===== config.mk =====
export PLATFORM = sky130hd
export DESIGN_NAME = dense_layer_scheduler
export DESIGN_NICKNAME = d
export VERILOG_FILES = /design/src/rtl/dense_layer_scheduler_pkg.sv /design/src/rtl/dense_argmax.sv /design/src/rtl/dense_layer_scheduler.sv
export SDC_FILE = /design/constraint.sdc
export NUM_CORES = 1
export LEC_CHECK = 0
export BUFFER_PORTS_ARGS = -buffer_cell sky130_fd_sc_hd__buf_4
export CAP_MARGIN = 5
export CORE_MARGIN = 5
export CORE_UTILIZATION = 45
export CTS_CLUSTER_SIZE = 40
export DETAILED_ROUTE_END_ITERATION = 8
export PLACE_DENSITY = 0.79
export REMOVE_ABC_BUFFERS = 1
export SETUP_SLACK_MARGIN = 0.1
export SLEW_MARGIN = 20
export SYNTH_ARGS = -nofsm -noshare
export SYNTH_HDL_FRONTEND = slang
export SYNTH_HIERARCHICAL = 1
export SYNTH_SLANG_ARGS = --single-unit

===== constraint.sdc =====
create_clock -name clk -period 3.1 [get_ports clk]
set_input_delay 0 -clock clk [delete_from_list [all_inputs] [get_ports clk]]
set_output_delay 0 -clock clk [all_outputs]
set_load 0.05 [all_outputs]

===== src/rtl/dense_layer_scheduler_pkg.sv =====
// Shared definitions for the dense-layer scheduler: FSM states and the per-layer
// configuration table (sizes, weight/bias ROM base addresses).
package dense_layer_scheduler_pkg;

    typedef enum logic [2:0] {
        S_IDLE,
        S_LAUNCH,
        S_WAIT_BUSY,
        S_WAIT_DONE,
        S_NEXT,
        S_ARGMAX,
        S_DONE
    } sched_state_e;

    // MNIST network 784->32->10, with room for up to four passes.
    function automatic int layer_in(input int l);
        case (l)
            0:       return 784;
            1:       return 32;
            default: return 10;
        endcase
    endfunction

    function automatic int layer_out(input int l);
        case (l)
            0:       return 32;
            default: return 10;
        endcase
    endfunction

    // Weight bases are the running sum of in*out of all earlier layers.
    function automatic int layer_w_base(input int l);
        case (l)
            0:       return 0;
            1:       return 25088;
            2:       return 25408;
            default: return 25508;
        endcase
    endfunction

    function automatic int layer_b_base(input int l);
        case (l)
            0:       return 0;
            1:       return 32;
            2:       return 42;
            default: return 52;
        endcase
    endfunction

endpackage


===== src/rtl/dense_argmax.sv =====
// Streams NUM_CLASSES scores out of the outputs RAM and tracks the signed maximum;
// ties keep the lowest index.
module dense_argmax #(
    parameter int DATA_SIZE   = 16,
    parameter int MAX_OUT     = 64,
    parameter int NUM_CLASSES = 10
) (
    input  logic                             clk,
    input  logic                             rst,
    input  logic                             go,
    input  logic                             buf_sel,
    input  logic [DATA_SIZE-1:0]             ram_dataOut,
    output logic                             done,
    output logic                             ram_rd,
    output logic [$clog2(MAX_OUT):0]         ram_adr,
    output logic [$clog2(NUM_CLASSES)-1:0]   class_out
);
    localparam int IDX_W = $clog2(MAX_OUT);
    localparam int CLS_W = $clog2(NUM_CLASSES);
    localparam logic [IDX_W-1:0] LAST = IDX_W'(NUM_CLASSES - 1);

    logic [IDX_W-1:0]     r_idx;
    logic [IDX_W-1:0]     r_cmp_idx;
    logic                 r_issued;
    logic                 r_cmp_vld;
    logic [DATA_SIZE-1:0] r_max;
    logic [CLS_W-1:0]     r_max_idx;
    logic                 w_take;

    assign ram_rd  = go && !r_issued;
    assign ram_adr = ram_rd ? {buf_sel, r_idx} : '0;

    // Index 0 seeds the running max; later words replace it only when strictly greater.
    assign w_take    = r_cmp_vld && ((r_cmp_idx == '0) || ($signed(ram_dataOut) > $signed(r_max)));
    assign done      = r_cmp_vld && (r_cmp_idx == LAST);
    assign class_out = w_take ? CLS_W'(r_cmp_idx) : r_max_idx;

    always_ff @(posedge clk or posedge rst) begin
        if (rst) begin
            r_idx     <= '0;
            r_cmp_idx <= '0;
            r_issued  <= 1'b0;
            r_cmp_vld <= 1'b0;
            r_max     <= '0;
            r_max_idx <= '0;
        end else begin
            r_cmp_vld <= ram_rd;
            r_cmp_idx <= r_idx;
            if (!go) begin
                r_idx    <= '0;
                r_issued <= 1'b0;
            end else if (ram_rd) begin
                r_issued <= (r_idx == LAST);
                r_idx    <= r_idx + 1'b1;
            end
            if (w_take) begin
                r_max     <= ram_dataOut;
                r_max_idx <= CLS_W'(r_cmp_idx);
            end
        end
    end

endmodule


===== src/rtl/dense_layer_scheduler.sv =====
// Sequences the shared Dense engine through LAYERS passes with ping-pong output
// buffers, then runs an argmax over the final scores to produce the class.
module dense_layer_scheduler
    import dense_layer_scheduler_pkg::*;
#(
    parameter int LAYERS      = 2,
    parameter int DATA_SIZE   = 16,
    parameter int MAX_OUT     = 64,
    parameter int NUM_CLASSES = 10,
    parameter int W_ADR_W     = 16,
    parameter int B_ADR_W     = 8
) (
    input  logic                           clk,
    input  logic                           rst,
    input  logic                           start,
    output logic                           busy,
    output logic                           done,
    output logic [$clog2(NUM_CLASSES)-1:0] class_out,
    output logic                           eng_start,
    input  logic                           eng_busy,
    input  logic                           eng_valid,
    output logic [15:0]                    cfg_in_count,
    output logic [15:0]                    cfg_out_count,
    output logic [W_ADR_W-1:0]             cfg_w_base,
    output logic [B_ADR_W-1:0]             cfg_b_base,
    output logic                           cfg_buf_sel,
    output logic [$clog2(LAYERS):0]        layer_idx,
    output logic                           ram_rd,
    output logic [$clog2(MAX_OUT):0]       ram_adr,
    input  logic [DATA_SIZE-1:0]           ram_dataOut
);
    localparam int LI_W  = $clog2(LAYERS) + 1;
    localparam int CLS_W = $clog2(NUM_CLASSES);
    localparam logic [LI_W-1:0] LAST_LAYER = LI_W'(LAYERS - 1);

    sched_state_e     r_state, w_next;
    logic [LI_W-1:0]  r_layer_idx;
    logic             r_buf_sel;
    logic [CLS_W-1:0] r_class_out;
    logic [CLS_W-1:0] w_am_class;
    logic             w_am_go;
    logic             w_am_done;
    logic             w_last;

    assign w_last = (r_layer_idx == LAST_LAYER);

    always_ff @(posedge clk or posedge rst) begin
        if (rst) r_state <= S_IDLE;
        else     r_state <= w_next;
    end

    always_comb begin
        w_next    = r_state;
        eng_start = 1'b0;
        done      = 1'b0;
        w_am_go   = 1'b0;
        case (r_state)
            S_IDLE:      if (start) w_next = S_LAUNCH;
            S_LAUNCH: begin
                eng_start = 1'b1;
                w_next    = S_WAIT_BUSY;
            end
            // A fast engine may report valid without ever raising busy.
            S_WAIT_BUSY: begin
                if (eng_valid)     w_next = S_NEXT;
                else if (eng_busy) w_next = S_WAIT_DONE;
            end
            S_WAIT_DONE: if (eng_valid) w_next = S_NEXT;
            S_NEXT:      w_next = w_last ? S_ARGMAX : S_LAUNCH;
            S_ARGMAX: begin
                w_am_go = 1'b1;
                if (w_am_done) w_next = S_DONE;
            end
            S_DONE: begin
                done   = 1'b1;
                w_next = S_IDLE;
            end
            default:     w_next = S_IDLE;
        endcase
    end

    always_ff @(posedge clk or posedge rst) begin
        if (rst) begin
            r_layer_idx <= '0;
            r_buf_sel   <= 1'b0;
            r_class_out <= '0;
        end else begin
            if (r_state == S_NEXT && !w_last) begin
                r_layer_idx <= r_layer_idx + 1'b1;
                r_buf_sel   <= ~r_buf_sel;
            end else if (r_state == S_DONE) begin
                r_layer_idx <= '0;
                r_buf_sel   <= 1'b0;
            end
            if (r_state == S_ARGMAX && w_am_done) r_class_out <= w_am_class;
        end
    end

    assign busy        = (r_state != S_IDLE);
    assign layer_idx   = r_layer_idx;
    assign cfg_buf_sel = r_buf_sel;
    assign class_out   = r_class_out;

    // Table values are blanked while idle so the engine sees an all-zero config at rest.
    assign cfg_in_count  = busy ? 16'(layer_in(int'(r_layer_idx)))          : '0;
    assign cfg_out_count = busy ? 16'(layer_out(int'(r_layer_idx)))         : '0;
    assign cfg_w_base    = busy ? W_ADR_W'(layer_w_base(int'(r_layer_idx))) : '0;
    assign cfg_b_base    = busy ? B_ADR_W'(layer_b_base(int'(r_layer_idx))) : '0;

    dense_argmax #(
        .DATA_SIZE  (DATA_SIZE),
        .MAX_OUT    (MAX_OUT),
        .NUM_CLASSES(NUM_CLASSES)
    ) u_argmax (
        .clk        (clk),
        .rst        (rst),
        .go         (w_am_go),
        .buf_sel    (r_buf_sel),
        .ram_dataOut(ram_dataOut),
        .done       (w_am_done),
        .ram_rd     (ram_rd),
        .ram_adr    (ram_adr),
        .class_out  (w_am_class)
    );

endmodule


* Word level (Yosys, flattened, before mapping)
Index checks and enable logic that the tools add are counted.
Cells by class: add/subtract/negate cells 2, order comparisons 1, equal/unequal tests 15, mux-type cells 28, bitwise operators 1, reduce and logical (&&, ||, !) cells 14
Operator list (count):
- $mux 16 | 3
- $pmux 15 s3 | 1
- $pmux 10 s2 | 1
- $mux 3 | 6
- $mux 6 | 3
- $pmux 3 s6 | 1
- $pmux 6 s3 | 1
- $gt 16x16->1 | 1
- $eq 6x4->1 const B | 2
- $eq 3x3->1 const B | 3
- $mux 8 | 1
- $ne 2x2->1 const B | 4
- $mux 1 | 7
- $mux 7 | 1
- $add 6x1->6 const B | 1
- $eq 3x2->1 const B | 2
- $logic_not 6->1 | 1
- $logic_and 1x1->1 | 5
- $mux 2 | 2
- $mux 4 | 1
- $reduce_and 4->1 | 1
- $eq 3x1->1 const B | 1
- $logic_not 3->1 | 1
- $ne 3x3->1 const B | 1
- other kinds (9) | 10
Storage, ports and cells: register bits after elaboration 44, input port bits 21, output and inout bits 74, word-level logic and storage cells 71

* Logic depth before layout (Yosys ltp)
Gate-level depths: netlist (run 1).
word-level depth 5, depth in mapped cells 10, mapped depth without buffers 9

* Hierarchy
The synthesis (run 1) kept the hierarchy.
Modules (own cells, without submodules):
- dense_argmax | times used 1, cells an instance 162, area an instance 1861.8 µm², sequential area each 850.8 µm²
- dense_layer_scheduler | times used 1, cells an instance 120, area an instance 1082.3 µm², sequential area each 250.2 µm²

* Worst setup path after synthesis (run 1)
No wires, ideal clock.
path type register -> register, start point register u_argmax.r_max[15], end point register r_class_out[1] (netlist: class_out[1]), library setup time 0.125 ns, arrival time 2.574 ns, required time 2.975 ns, setup slack 0.401 ns, stages on the path, launching flop included 11, buffers on the path 1, clock period less this slack 2.699 ns, cells stage by stage dfrtp_1 > inv_1 > ha_1 > nand4_2 > or4_4 > a21o_1 > a311o_1 > and3_1 > buf_6 > mux2_2 > mux2_4
On the way: word-level cells in the longest chain between the ends 4
Ends and longest elaborated chain:
- from (decl) | line dense_argmax.sv:26 | logic [DATA_SIZE-1:0] r_max;
- from (signal assigned) | line dense_argmax.sv:57 | r_max <= ram_dataOut;
- $gt 16x16->1 | line dense_argmax.sv:34 | assign w_take = r_cmp_vld && ((r_cmp_idx == '0) || ($signed(ram_dataOut) > $signed(r_max)));
- $logic_or 1x1->1 | line dense_argmax.sv:34
- $logic_and 1x1->1 | line dense_argmax.sv:34
- $mux 4
- net w_am_class[1] | line dense_layer_scheduler.sv:40 | logic [CLS_W-1:0] w_am_class;
- to (signal assigned) | line dense_layer_scheduler.sv:95 | if (r_state == S_ARGMAX && w_am_done) r_class_out <= w_am_class;
- to (decl) | line dense_layer_scheduler.sv:39 | logic [CLS_W-1:0] r_class_out;
The timed path passes the listed nets, and every way through them passes these cells. A chain may end at the register's enable or synchronous reset.

* Worst setup path in the final report (run 1)
start point input ram_dataOut[13], end point register r_class_out[1] (netlist: class_out[1])
On the way: word-level cells in the longest chain between the ends 4
Ends and longest elaborated chain:
- from (decl) | line dense_layer_scheduler.sv:30 | input logic [DATA_SIZE-1:0] ram_dataOut
- $gt 16x16->1 | line dense_argmax.sv:34
- $logic_or 1x1->1 | line dense_argmax.sv:34
- $logic_and 1x1->1 | line dense_argmax.sv:34
- $mux 4
- net w_am_class[1] | line dense_layer_scheduler.sv:40
The timed path passes the listed nets, and every way through them passes these cells.

==> results.ini, run 1 <==
[status]
outcome=complete, no violations

[timing]
rsz0062_at_grt=false
hold_violations=0
slew_headroom_pct=57.9
fin_crit_sh_pct=88.6
setup_viol=0
drv_slew=0
period_needed_ns=2.75
fmax_mhz=364
worstMarginPinSlew_ns=0.630
skew_ns=0.00554
timing.hold.ws_ns=0.0908
setup_slack_ns=0.353

[logic_synthesis]
yosysWarnings=6
synth_top_family_by_area=buffers and inverters
syn_area_per_cell_sq_um=10.4
netlist_instances=282
yosys.area_share.simple_pct=16.8
ys_ff_latch=44
ys_types=50
synth_seq_area_share_pct=37.4
syn_area_sq_mm=0.00294
synth-compound-area-share_pct=5.95
synth_edf_count=0
synth_xor_area_share_pct=1.19
async_reset_ff_share_pct=100
muxShareOfSynthArea_pct=10.8
yosys_most_used_dff=dfrtp_1
synthAdderAreaFrac_pct=9.77

[finish]
layout_commonest_cell=buf_4
diodes=0
fin_util_pct=55.1
drive_gt1_share_pct=29.8
layout_common_cells=buf_4, dfrtp_1, conb_1
finalNetCount=392
area_growth_pct=18.9
fin_cells=426

[placement]
port_buffers=60
dpl_worst_slack_ns=0.372
dp_cells=401
dp_hpwl_um=4360
gp_congestion=0.748

[critical_path]
critPathKind=input pin to register
end_kind=register
r2r-start=u_argmax/r_max[13]
worstPathRequired_ns=3.29
critPathMaxFanout=3
ff2ff_setup_slack_ns=0.36
cp_slowest_cell=dlygate4sd3_1
reg2reg_depth=9
crit_chain=dlygate4sd3_1 -> buf_4 -> ha_1 -> a21o_1 -> a21o_1 -> a2111oi_0 -> a311o_1 -> and3_1 -> mux2_2 -> mux2_4
critPathArrivalTime_ns=2.94
cp_slowest_stage_delay_ns=0.54
reg2reg_to=class_out[1]
critPathLaunchType=input pin
crit_top_cell=a21o_1

[power]
vdd_drop_max_uv=1030
leakage_nw=1.85
total_power_mw=3.39
power_density_mw_per_mm2=970

[clock_network]
ctsHtreeMaxLevel=2
cts_buffers=5
cts_sinks=44
cts_tree=done
clock_path_buffers=2
cts_setup_buffers=0
cts.clk_slew.worst_paths_ns=0.09
insertion_delay_ns=0.30
ctsResizeCount=0
cts_root_buf=clkbuf_8

[global_routing]
grt_pass1_wl_um=9780
grt_max_degree=35
grt_overflow=0
grt_pass1_vias=2074
grt_usage_pct=14.3
antenna_found_initial=0

[detailed_routing]
drc=0
routedWlPerCell_um=13.5
drt.antenna.violating_nets=0
dr.pass1.iters=4
drtIter0Drc=109
routed_wl_um=5730
avgViaCountPerCell=4.78
vias=2035

[floorplan]
die_area_sq_mm=0.00826
dieWidth_um=90.9
start_util_pct=46.4
dieHeight_um=90.9
fp-row-count=29
core_sq_mm=0.00635
pin_count=95

[run]
maxCapViolCount=0

[min_path]
min_path_type=input pin to register
min_path_cells=4
hold_end=r_state[2]
hp-start=start

[report_power, final]
| group | switching (mW) | internal, mW |
|---|---|---|
| combinational | 1.30 | 0.738 |
| clock | 0.211 | 0.243 |
| sequential | 0.163 | 0.738 |
| total | 1.67 | 1.72 |
[sequential cells by signal (all words and copies together), names as in the netlist]
name / count
u_argmax/r_idx: 6
u_argmax/r_cmp_vld: 1
cfg_buf_sel: 1
u_argmax/r_max_idx: 4
u_argmax/r_max: 16
u_argmax/r_cmp_idx: 6
u_argmax/r_issued: 1
layer_idx: 2
class_out: 4
r_state: 3
[synthesized netlist by cell type (all sizes together), types with 5 or more instances]
| cell type | n | area share [%] |
|---|---|---|
| inv | 28 | 3.6 |
| nor2 | 8 | 1.0 |
| ha | 23 | 9.8 |
| nor3 | 5 | 1.4 |
| mux2 | 21 | 9.8 |
| nand2 | 9 | 1.1 |
| o21ai | 10 | 1.7 |
| dfrtp | 44 | 37 |
| buf | 53 | 14 |
| a21oi | 8 | 1.4 |
| nor2b | 14 | 3.0 |
| and2 | 13 | 2.8 |
[worst max path at each step]
stage | cells after the start | to | startpoint | slack (ns)
finish | 10 | class_out[1] | ram_dataOut[13] | 0.35
global placement | 9 | class_out[1] | u_argmax/r_max[13] | 0.41
detailed placement | 9 | class_out[1] | u_argmax/r_max[13] | 0.37
global route | 9 | class_out[1] | u_argmax/r_max[13] | 0.16
CTS | 9 | class_out[1] | u_argmax/r_max[13] | 0.35
floorplan | 3 | cfg_b_base[5] | layer_idx[0] | -1.69
[metal layers]
metal	vias to the layer above	wire length, um	GRT usage (%)
li1	993	-	-
met4	0	86	4.16
met2	47	3040	25.5
met3	10	287	3.00
met1	985	2320	17.2
met5	-	0	0
[stage by stage]
stage	instance area (sq um)	setup TNS, ns
2_1_floorplan	2650	-15.92
3_3_place_gp	3210	0
3_5_place_dp	3210	0
4_1_cts	3500	0
5_1_grt	3500	0
6_report	3500	0
[final cells by class]
cell class | instances | area [sq um]
clock inverter | 3 | 46.3
inverter | 28 | 105
fill | 546 | 2850
multi-input combinational | 189 | 1440
tap | 77 | 96.3
clock buffer | 5 | 68.8
sequential | 44 | 1100
timing repair buffer | 80 | 643
[critical path, delay by kind of cell]
kind / cells / cell delay, ns
AO/OA/AOI/OAI: 4 / 1.13
buffers and inverters: 2 / 0.68
multiplexers: 2 / 0.62
adder cells (fa/ha/maj): 1 / 0.31
AND/OR/NAND/NOR: 1 / 0.20
[cells by family after synthesis]
family | Yosys count
compound gates | 29
xor+xnor | 4
fa+ha+maj | 23
buf+inv | 82
flops | 44
mux | 24
other cells | 1
simple gates | 75
[what timing repair did]
item,CTS,global route
hold buffers,17,0
endpoints found under the setup margin,0,0
endpoints found under the hold margin,60,0
No activity file was read; power rests on OpenSTA's default activity.
==> run 2: changes to the inputs <==
CORE_ASPECT_RATIO = 1.5   (was default)
REMOVE_ABC_BUFFERS = default   (was 1)
==> results.ini, run 2 (synthesis gave the netlist of run 1 again) <==
[detailed_routing]
drt.antenna.violating_nets=0
drtIter0Drc=76
routed_wl_um=5630
vias=1963
drc=0
dr.pass1.iters=4
routedWlPerCell_um=13.3
avgViaCountPerCell=4.63

[timing]
drv_slew=0
period_needed_ns=2.78
slew_headroom_pct=37.1
fin_crit_sh_pct=89.8
setup_viol=0
skew_ns=0.00764
worstMarginPinSlew_ns=0.938
hold_violations=0
fmax_mhz=359
finalSetupTns_ns=0
rsz0062_at_grt=false

[global_routing]
grt_pass1_wl_um=9400
grt_usage_pct=13.8
grt_max_degree=27
grt_overflow=0
grt_pass1_vias=2012
antenna_found_initial=0

[clock_network]
cts_buffers=5
clock_path_buffers=2
ctsResizeCount=0
cts_tree=done
cts.clk_slew.worst_paths_ns=0.08
cts_root_buf=clkbuf_8
ctsHtreeMaxLevel=2
cts_sinks=44
insertion_delay_ns=0.29

[floorplan]
dieHeight_um=109
pin_count=95
start_util_pct=45.7
dieWidth_um=76.0
die_area_sq_mm=0.00829
core_sq_mm=0.00644
fp-row-count=36

[power]
vdd_drop_max_uv=666
power_density_mw_per_mm2=965
total_power_mw=3.38
leakage_nw=1.85

[critical_path]
path_buf_inv=3
crit_chain=dlygate4sd3_1 -> buf_4 -> ha_1 -> a21o_1 -> a21o_1 -> a2111oi_0 -> a311o_1 -> and3_1 -> buf_4 -> mux2_2
critPathLaunchType=input pin
r2r-start=u_argmax/r_max[13]
critPathArrivalTime_ns=2.96
ff2ff_setup_slack_ns=0.34
cp_slowest_stage_delay_ns=0.54
end_kind=register
critPathMaxFanout=16
critPathTopFamily=compound AO/OA/AOI/OAI gates
reg2reg_to=u_argmax/r_max[15]
worstPathRequired_ns=3.28
reg2reg_depth=9
critPathKind=input pin to register
cp_slowest_cell=dlygate4sd3_1

[finish]
layout_common_cells=buf_4, dfrtp_1, conb_1
drive_gt1_share_pct=29.6
regMostFlops=u_argmax/r_max
finalNetCount=391
diodes=0
fin_cells=424
fin_util_pct=54.4
area_growth_pct=19.0
layout_commonest_cell=buf_4
top_regs=u_argmax/r_max (16), u_argmax/r_cmp_idx (6), u_argmax/r_idx (6)
largest_reg_flops=16

[status]
outcome=complete, no violations

[placement]
gp_congestion=0.812
dp_hpwl_um=4330
port_buffers=60
dp_cells=399

[min_path]
min_path_type=input pin to register
min_path_cells=4
hp-start=start
hold_end=r_state[2]

[run]
maxCapViolCount=0

run 2: changes by cell type in the layout (fill, tap and decap cells not counted), sizes merged:
cell      change
buf           -1
clkinvlp      -1
clkbuf        +2
clkinv        +1
inv           -2
run 2: where the power goes:
part           internal (mW)  total (mW)  switching (mW)
Clock                  0.284       0.468           0.184
Combinational          0.730        2.01            1.28
Sequential             0.738       0.904           0.165
Total                   1.75        3.38            1.63
run 2: final cells by class:
| type | count | area, sq um |
|---|---|---|
| fillers | 577 | 2940 |
| multi-input cells | 189 | 1440 |
| flip-flops and latches | 44 | 1100 |
| repair buffers | 79 | 636 |
| inverters | 28 | 105 |
| clock buffers | 7 | 96.3 |
| well taps | 76 | 95.1 |
| clock inverters | 1 | 30.0 |
run 2: how the worst max path moves through the flow:
| stage | from | slack (ns) | cells after the start | end |
|---|---|---|---|---|
| 2_1_floorplan | u_argmax/r_max[15] | 0.40 | 10 | class_out[1] |
| 3_3_place_gp | u_argmax/r_max[13] | 0.40 | 9 | u_argmax/r_max[13] |
| 3_5_place_dp | u_argmax/r_max[13] | 0.36 | 9 | u_argmax/r_max[11] |
| 4_1_cts | ram_dataOut[13] | 0.33 | 10 | u_argmax/r_max[11] |
| 5_1_grt | ram_dataOut[13] | 0.12 | 10 | u_argmax/r_max[12] |
| 6_report | ram_dataOut[13] | 0.32 | 10 | u_argmax/r_max[15] |
run 2: repair_timing:
action | 4_1_cts | 5_1_grt
endpoints found under the hold margin | 51 | 0
buffers inserted | 0 | 0
hold buffers | 17 | 0
run 2: through the flow:
stage,hold slack (ns),setup WS (ns),cell area (sq um)
after global placement,0.0193,0.398,3210
after floorplan,-0.160,0.401,3070
final,0.105,0.317,3500
after detailed placement,0.0241,0.357,3210
after CTS,0.101,0.331,3500
after global routing,0.125,0.124,3500
run 2: per-layer routing:
layer / global-route usage [%] / up-vias / share of wire, %
li1: - / 987 / -
met1: 16.2 / 916 / 40
met2: 24.2 / 50 / 53
met3: 3.47 / 10 / 4.6
met4: 5.22 / 0 / 1.9
met5: 0 / - / 0
run 2: worst register-to-register path, cell delays in order (launching register included):
cell and delay, ns:
dfrtp_1 0.34, inv_1 0.04, ha_1 0.29, a21o_1 0.18, a21o_1 0.16, a2111oi_0 0.53, a311o_1 0.26, and3_1 0.18
buf_4 0.29, mux2_2 0.38
